File: config.mk
export PLATFORM = sky130hd
export DESIGN_NAME = tmds_dc_balance
export DESIGN_NICKNAME = d
export VERILOG_FILES = /design/src/rtl/tmds_dc_balance.sv
export SDC_FILE = /design/constraint.sdc
export NUM_CORES = 1
export LEC_CHECK = 0
export CORE_ASPECT_RATIO = 1.1
export CORE_MARGIN = 3
export CORE_UTILIZATION = 50
export CTS_CLUSTER_DIAMETER = 120
export DETAILED_ROUTE_END_ITERATION = 10
export PLACE_DENSITY = 0.74
export SETUP_SLACK_MARGIN = 0.1
export SLEW_MARGIN = 20
export SYNTH_ARGS = -nofsm -noshare
export SYNTH_HDL_FRONTEND = slang
export SYNTH_SLANG_ARGS = --single-unit
File: constraint.sdc
create_clock -name clk_in -period 13.6 [get_ports clk_in]
set_input_delay 2.04 -clock clk_in [delete_from_list [all_inputs] [get_ports clk_in]]
set_output_delay 2.04 -clock clk_in [all_outputs]
set_load 0.005 [all_outputs]
File: src/rtl/tmds_dc_balance.sv
// TMDS 8b/10b encoder back end for one channel: registers the transition-minimised
// word, applies running-disparity DC balancing and substitutes control symbols in blanking.

package tmds_pkg;
    function automatic logic [3:0] popcount8(input logic [7:0] v);
        logic [3:0] cnt;
        cnt = 4'd0;
        for (int i = 0; i < 8; i++) begin
            cnt = cnt + {3'd0, v[i]};
        end
        return cnt;
    endfunction
endpackage

module tm_choice (
    input  logic [7:0] data_in,
    output logic [8:0] q_m_out
);
    import tmds_pkg::*;

    logic [3:0] ones_s;
    logic       use_xnor_s;
    logic [8:0] q_m_s;

    // XNOR chaining is chosen when it gives fewer transitions; q_m[8] records XOR (1) vs XNOR (0)
    always_comb begin
        ones_s     = popcount8(data_in);
        use_xnor_s = (ones_s > 4'd4) || ((ones_s == 4'd4) && (data_in[0] == 1'b0));
        q_m_s      = 9'd0;
        q_m_s[0]   = data_in[0];
        for (int i = 1; i < 8; i++) begin
            if (use_xnor_s) begin
                q_m_s[i] = ~(q_m_s[i-1] ^ data_in[i]);
            end else begin
                q_m_s[i] = q_m_s[i-1] ^ data_in[i];
            end
        end
        q_m_s[8] = ~use_xnor_s;
    end

    assign q_m_out = q_m_s;
endmodule

module tmds_dc_balance #(
    parameter int TALLY_W = 5
) (
    input  logic                      clk_in,
    input  logic                      rst_n_in,
    input  logic [7:0]                data_in,
    input  logic [1:0]                control_in,
    input  logic                      ve_in,
    output logic [9:0]                tmds_out,
    output logic signed [TALLY_W-1:0] tally_out
);
    import tmds_pkg::*;

    localparam logic signed [TALLY_W-1:0] EIGHT = TALLY_W'(4'd8);
    localparam logic signed [TALLY_W-1:0] TWO   = TALLY_W'(2'd2);
    localparam logic signed [TALLY_W-1:0] ZERO  = {TALLY_W{1'b0}};

    logic [8:0]                q_m_s;
    logic [8:0]                q_m_r;
    logic                      ve_r;
    logic [1:0]                control_r;
    logic [9:0]                tmds_r;
    logic [9:0]                tmds_nxt_s;
    logic signed [TALLY_W-1:0] tally_r;
    logic signed [TALLY_W-1:0] tally_nxt_s;
    logic signed [TALLY_W-1:0] diff_s;
    logic [3:0]                n1_s;
    logic                      tally_pos_s;
    logic                      tally_neg_s;
    logic                      diff_pos_s;
    logic                      diff_neg_s;

    tm_choice u_tm_choice (
        .data_in (data_in),
        .q_m_out (q_m_s)
    );

    // Stage 1: capture q_m with its matching video-enable and control bits
    always_ff @(posedge clk_in or negedge rst_n_in) begin
        if (!rst_n_in) begin
            q_m_r     <= 9'd0;
            ve_r      <= 1'b0;
            control_r <= 2'b00;
        end else begin
            q_m_r     <= q_m_s;
            ve_r      <= ve_in;
            control_r <= control_in;
        end
    end

    // Stage 2 next-state: diff_s is n1 - n0 = 2*n1 - 8 of the stage-1 data bits
    always_comb begin
        tmds_nxt_s  = 10'd0;
        tally_nxt_s = ZERO;
        n1_s        = popcount8(q_m_r[7:0]);
        diff_s      = TALLY_W'({n1_s, 1'b0}) - EIGHT;
        tally_pos_s = !tally_r[TALLY_W-1] && (tally_r != ZERO);
        tally_neg_s = tally_r[TALLY_W-1];
        diff_pos_s  = !diff_s[TALLY_W-1] && (diff_s != ZERO);
        diff_neg_s  = diff_s[TALLY_W-1];
        if (!ve_r) begin
            case (control_r)
                2'b00:   tmds_nxt_s = 10'b1101010100;
                2'b01:   tmds_nxt_s = 10'b0010101011;
                2'b10:   tmds_nxt_s = 10'b0101010100;
                2'b11:   tmds_nxt_s = 10'b1010101011;
                default: tmds_nxt_s = 10'b1101010100;
            endcase
            tally_nxt_s = ZERO;
        end else if ((tally_r == ZERO) || (diff_s == ZERO)) begin
            tmds_nxt_s  = {~q_m_r[8], q_m_r[8], (q_m_r[8] ? q_m_r[7:0] : ~q_m_r[7:0])};
            tally_nxt_s = q_m_r[8] ? (tally_r + diff_s) : (tally_r - diff_s);
        end else if ((tally_pos_s && diff_pos_s) || (tally_neg_s && diff_neg_s)) begin
            tmds_nxt_s  = {1'b1, q_m_r[8], ~q_m_r[7:0]};
            tally_nxt_s = tally_r + (q_m_r[8] ? TWO : ZERO) - diff_s;
        end else begin
            tmds_nxt_s  = {1'b0, q_m_r[8], q_m_r[7:0]};
            tally_nxt_s = tally_r + diff_s - (q_m_r[8] ? ZERO : TWO);
        end
    end

    // Stage 2 registers: symbol and running disparity update on the same edge
    always_ff @(posedge clk_in or negedge rst_n_in) begin
        if (!rst_n_in) begin
            tmds_r  <= 10'd0;
            tally_r <= ZERO;
        end else begin
            tmds_r  <= tmds_nxt_s;
            tally_r <= tally_nxt_s;
        end
    end

    assign tmds_out  = tmds_r;
    assign tally_out = tally_r;
endmodule

==> impl_results.md <==
- Hold path depth: 1
- Mean Syn Cell Area: 11.0 sq um
- Drt wl/cell: 13.0 microns
- F_max: between 150 and 200 MHz
- Routed via count: approximately 1300
- All-Layer GR Usage: 0.163
- Max-capacitance violation count: 0
- Initial core utilization: 0.526
- Critical R2R Launch: q_m_r[0]
- Hold Path Origin: ve_r
- Cells on worst reg2reg path: 14
- Via-to-Cell Ratio: between 4 and 5
- Synth Cell Area: between 0.0015 and 0.002 sq mm
- Setup Buffers After CTS: 0
- Register area: 651 sq um
- Post-synthesis sequential area ratio: 0.333
- Hold EP: tmds_out[2]
- First-pass GRT wire length: between 5000 and 6000 microns
- Diode count: 0
- Worst Path Required: around 14 ns
- CTS tree: yes
- Worst Tran Pin Value: between 0.5 and 0.6 ns
- Gate count of the mapped netlist: 178
- TritonCTS Sinks: 26
- Crit path kind: in -> reg
- Largest net degree at the start of global routing: 27
- Final setup skew: just over 0.007 ns
- Most frequent cells in the layout: inv_1 (30), dfrtp_1 (26), clkdlybuf4s50_1 (25)
- Share of layout cells above drive strength 1: 0.0534
- Slew HR: 0.637
- Ports: 28
- Htree depth: 1
- Setup crit start: data_in[0]
- CP max FO: 5
- Worst setup margin: 8.01 ns
- Number of global-route vias before repair: around 1300
- Net Count, Synth: about 230
- Clock latency on the worst-skew pair: roughly 0.27 ns
- Die boundary height: 71.6 microns
- Leading cell type in the layout, fill and taps excluded: inv_1
- Hold Crit Class: reg -> reg
- Post-DP HPWL: between 2000 and 3000 microns
- Hold-fix buffers at CTS: 0
- Clock root cell: clkbuf_8
- Worst r2r dst: tally_out[4]
- Max Slew Vio Count: 0
- Yosys cell types: 34
- Core area: roughly 0.0037 sq mm
- DR DRC count: 0
- Final Wtd Congestion: 0.899
- Layout net count: approximately 260
- Max clock buf depth: 2
- Status: completed
- YS warnings: 0
- Area Overhead vs Synth: 18.5%
- Synthesized flop and latch total: 26
- Antenna violations before repair: 0
- R2R Setup Slk: a little under 9 ns
- Post-CTS Resized: 0
- Remaining antenna violation count: 0
- Critical path data arrival time: around 5.8 ns
- Final Hold Fails: 0
- Unrepaired setup endpoints after global routing: no
- WL final: roughly 3300 microns
- Worst setup EP type: flip-flop
- Port-buffer cells: 26
- Multi-input gate area: ~0.0012 sq mm
- Die area: 0.00470 sq mm
- Pre-Repair DR Iteration Count: 4
- Total grt overflow: 0
- Fill cells: a little over 300
- Post-place setup slack: approximately 7.7 ns
- Starting DRT DRC Count: 24
- CTS clock-pin slew for the worst setup and hold paths: roughly 0.080 ns
- Fin crit share: 0.411
- CTS Buf Count: 3
- Final core occ: 0.624
- Final hold slack: about 0.62 ns
- Setup-failing EPs final: 0
- Setup TNS: 0 ns
- Die width: 65.6 microns
- Row cnt: 23
- Startpoint types: input port
- Tmin final: ~5.6 ns
[kinds of logic (layout without fill, tap and decap cells)]
| logic type | count (synthesis) | in the layout | synth area share |
|---|---|---|---|
| fa+ha+maj | 36 | 36 | 0.280 |
| compound gates | 32 | 32 | 0.117 |
| buf+inv | 32 | 60 | 0.0634 |
| xor+xnor | 26 | 26 | 0.124 |
| flops | 26 | 26 | 0.333 |
| simple gates | 21 | 21 | 0.0595 |
| mux | 4 | 4 | 0.0211 |
| other cells | 1 | 1 | 0.00192 |
[how the worst max path moves through the flow]
| stage | to | slack [ns] | cells after the start |
|---|---|---|---|
| detailed placement | q_m_r[7] | 7.70 | 13 |
| finish | q_m_r[7] | 8.01 | 13 |
| floorplan | q_m_r[7] | 8.42 | 12 |
| global route | q_m_r[7] | 7.85 | 13 |
| global placement | q_m_r[7] | 7.88 | 13 |
| CTS | q_m_r[7] | 8.00 | 13 |
[cell usage after synthesis, drive strengths merged]
cell type / number / area (sq um)
nor2b: 1 / 6.26
xor2: 10 / 87.6
dfrtp: 26 / 651
nor2: 8 / 30.0
conb: 1 / 3.75
o21bai: 1 / 7.51
xnor2: 15 / 131
and2: 1 / 6.26
or3b: 1 / 8.76
or3: 2 / 17.5
a21o: 1 / 7.51
ha: 23 / 288
o21ai: 9 / 56.3
inv: 30 / 113
nand2b: 2 / 12.5
xor3: 1 / 23.8
o2bb2ai: 1 / 27.5
clkbuf: 1 / 3.75
mux2i: 3 / 30.0
o31a: 1 / 8.76
o32ai: 1 / 8.76
nor3b: 3 / 22.5
nor3: 1 / 5.00
a21oi: 13 / 68.8
buf: 1 / 7.51
fa: 13 / 260
a211oi: 4 / 30.0
nand2: 2 / 7.51
mux2: 1 / 11.3
a31oi: 1 / 12.5
[per-layer routing]
metal  routed length [microns]  track usage  vias to the layer above
li1                          -            -                      633
met1                      1390        0.201                      592
met2                      1770        0.288                       27
met3                       143       0.0298                        4
met4                        29       0.0484                        0
met5                         0            0                        -
[through the flow]
| step | instances | area [sq um] |
|---|---|---|
| floorplan | 178 | 1950 |
| global placement | 252 | 2270 |
| detailed placement | 252 | 2270 |
| CTS | 256 | 2320 |
| global route | 256 | 2320 |
| finish | 256 | 2320 |
[sequential cells by signal (all words and copies together), names as in the netlist]
name	flops
q_m_r	9
tmds_out	10
ve_r	1
control_r	2
tally_out	4
[area by class of cell]
cell class,instances,share of cell area
Multi-Input combinational cell,120,0.509
Timing Repair Buffer,26,0.110
Clock buffer,4,0.0238
Inverter,30,0.0486
Tap cell,50,0.0270
Sequential cell,26,0.281
[worst max-delay path, stage by stage]
cell and delay (ns):
clkdlybuf4s50_1 0.45, ha_1 0.35, inv_1 0.07, fa_1 0.46
fa_1 0.50, inv_1 0.05, fa_1 0.40, fa_1 0.43
nor3b_1 0.27, o21ai_0 0.14, a21oi_2 0.31, xnor2_1 0.17
xnor2_1 0.13
Power is left out: the tool's default activity adds up to more than one toggle a clock period on the data nets, which glitch-free logic cannot reach.
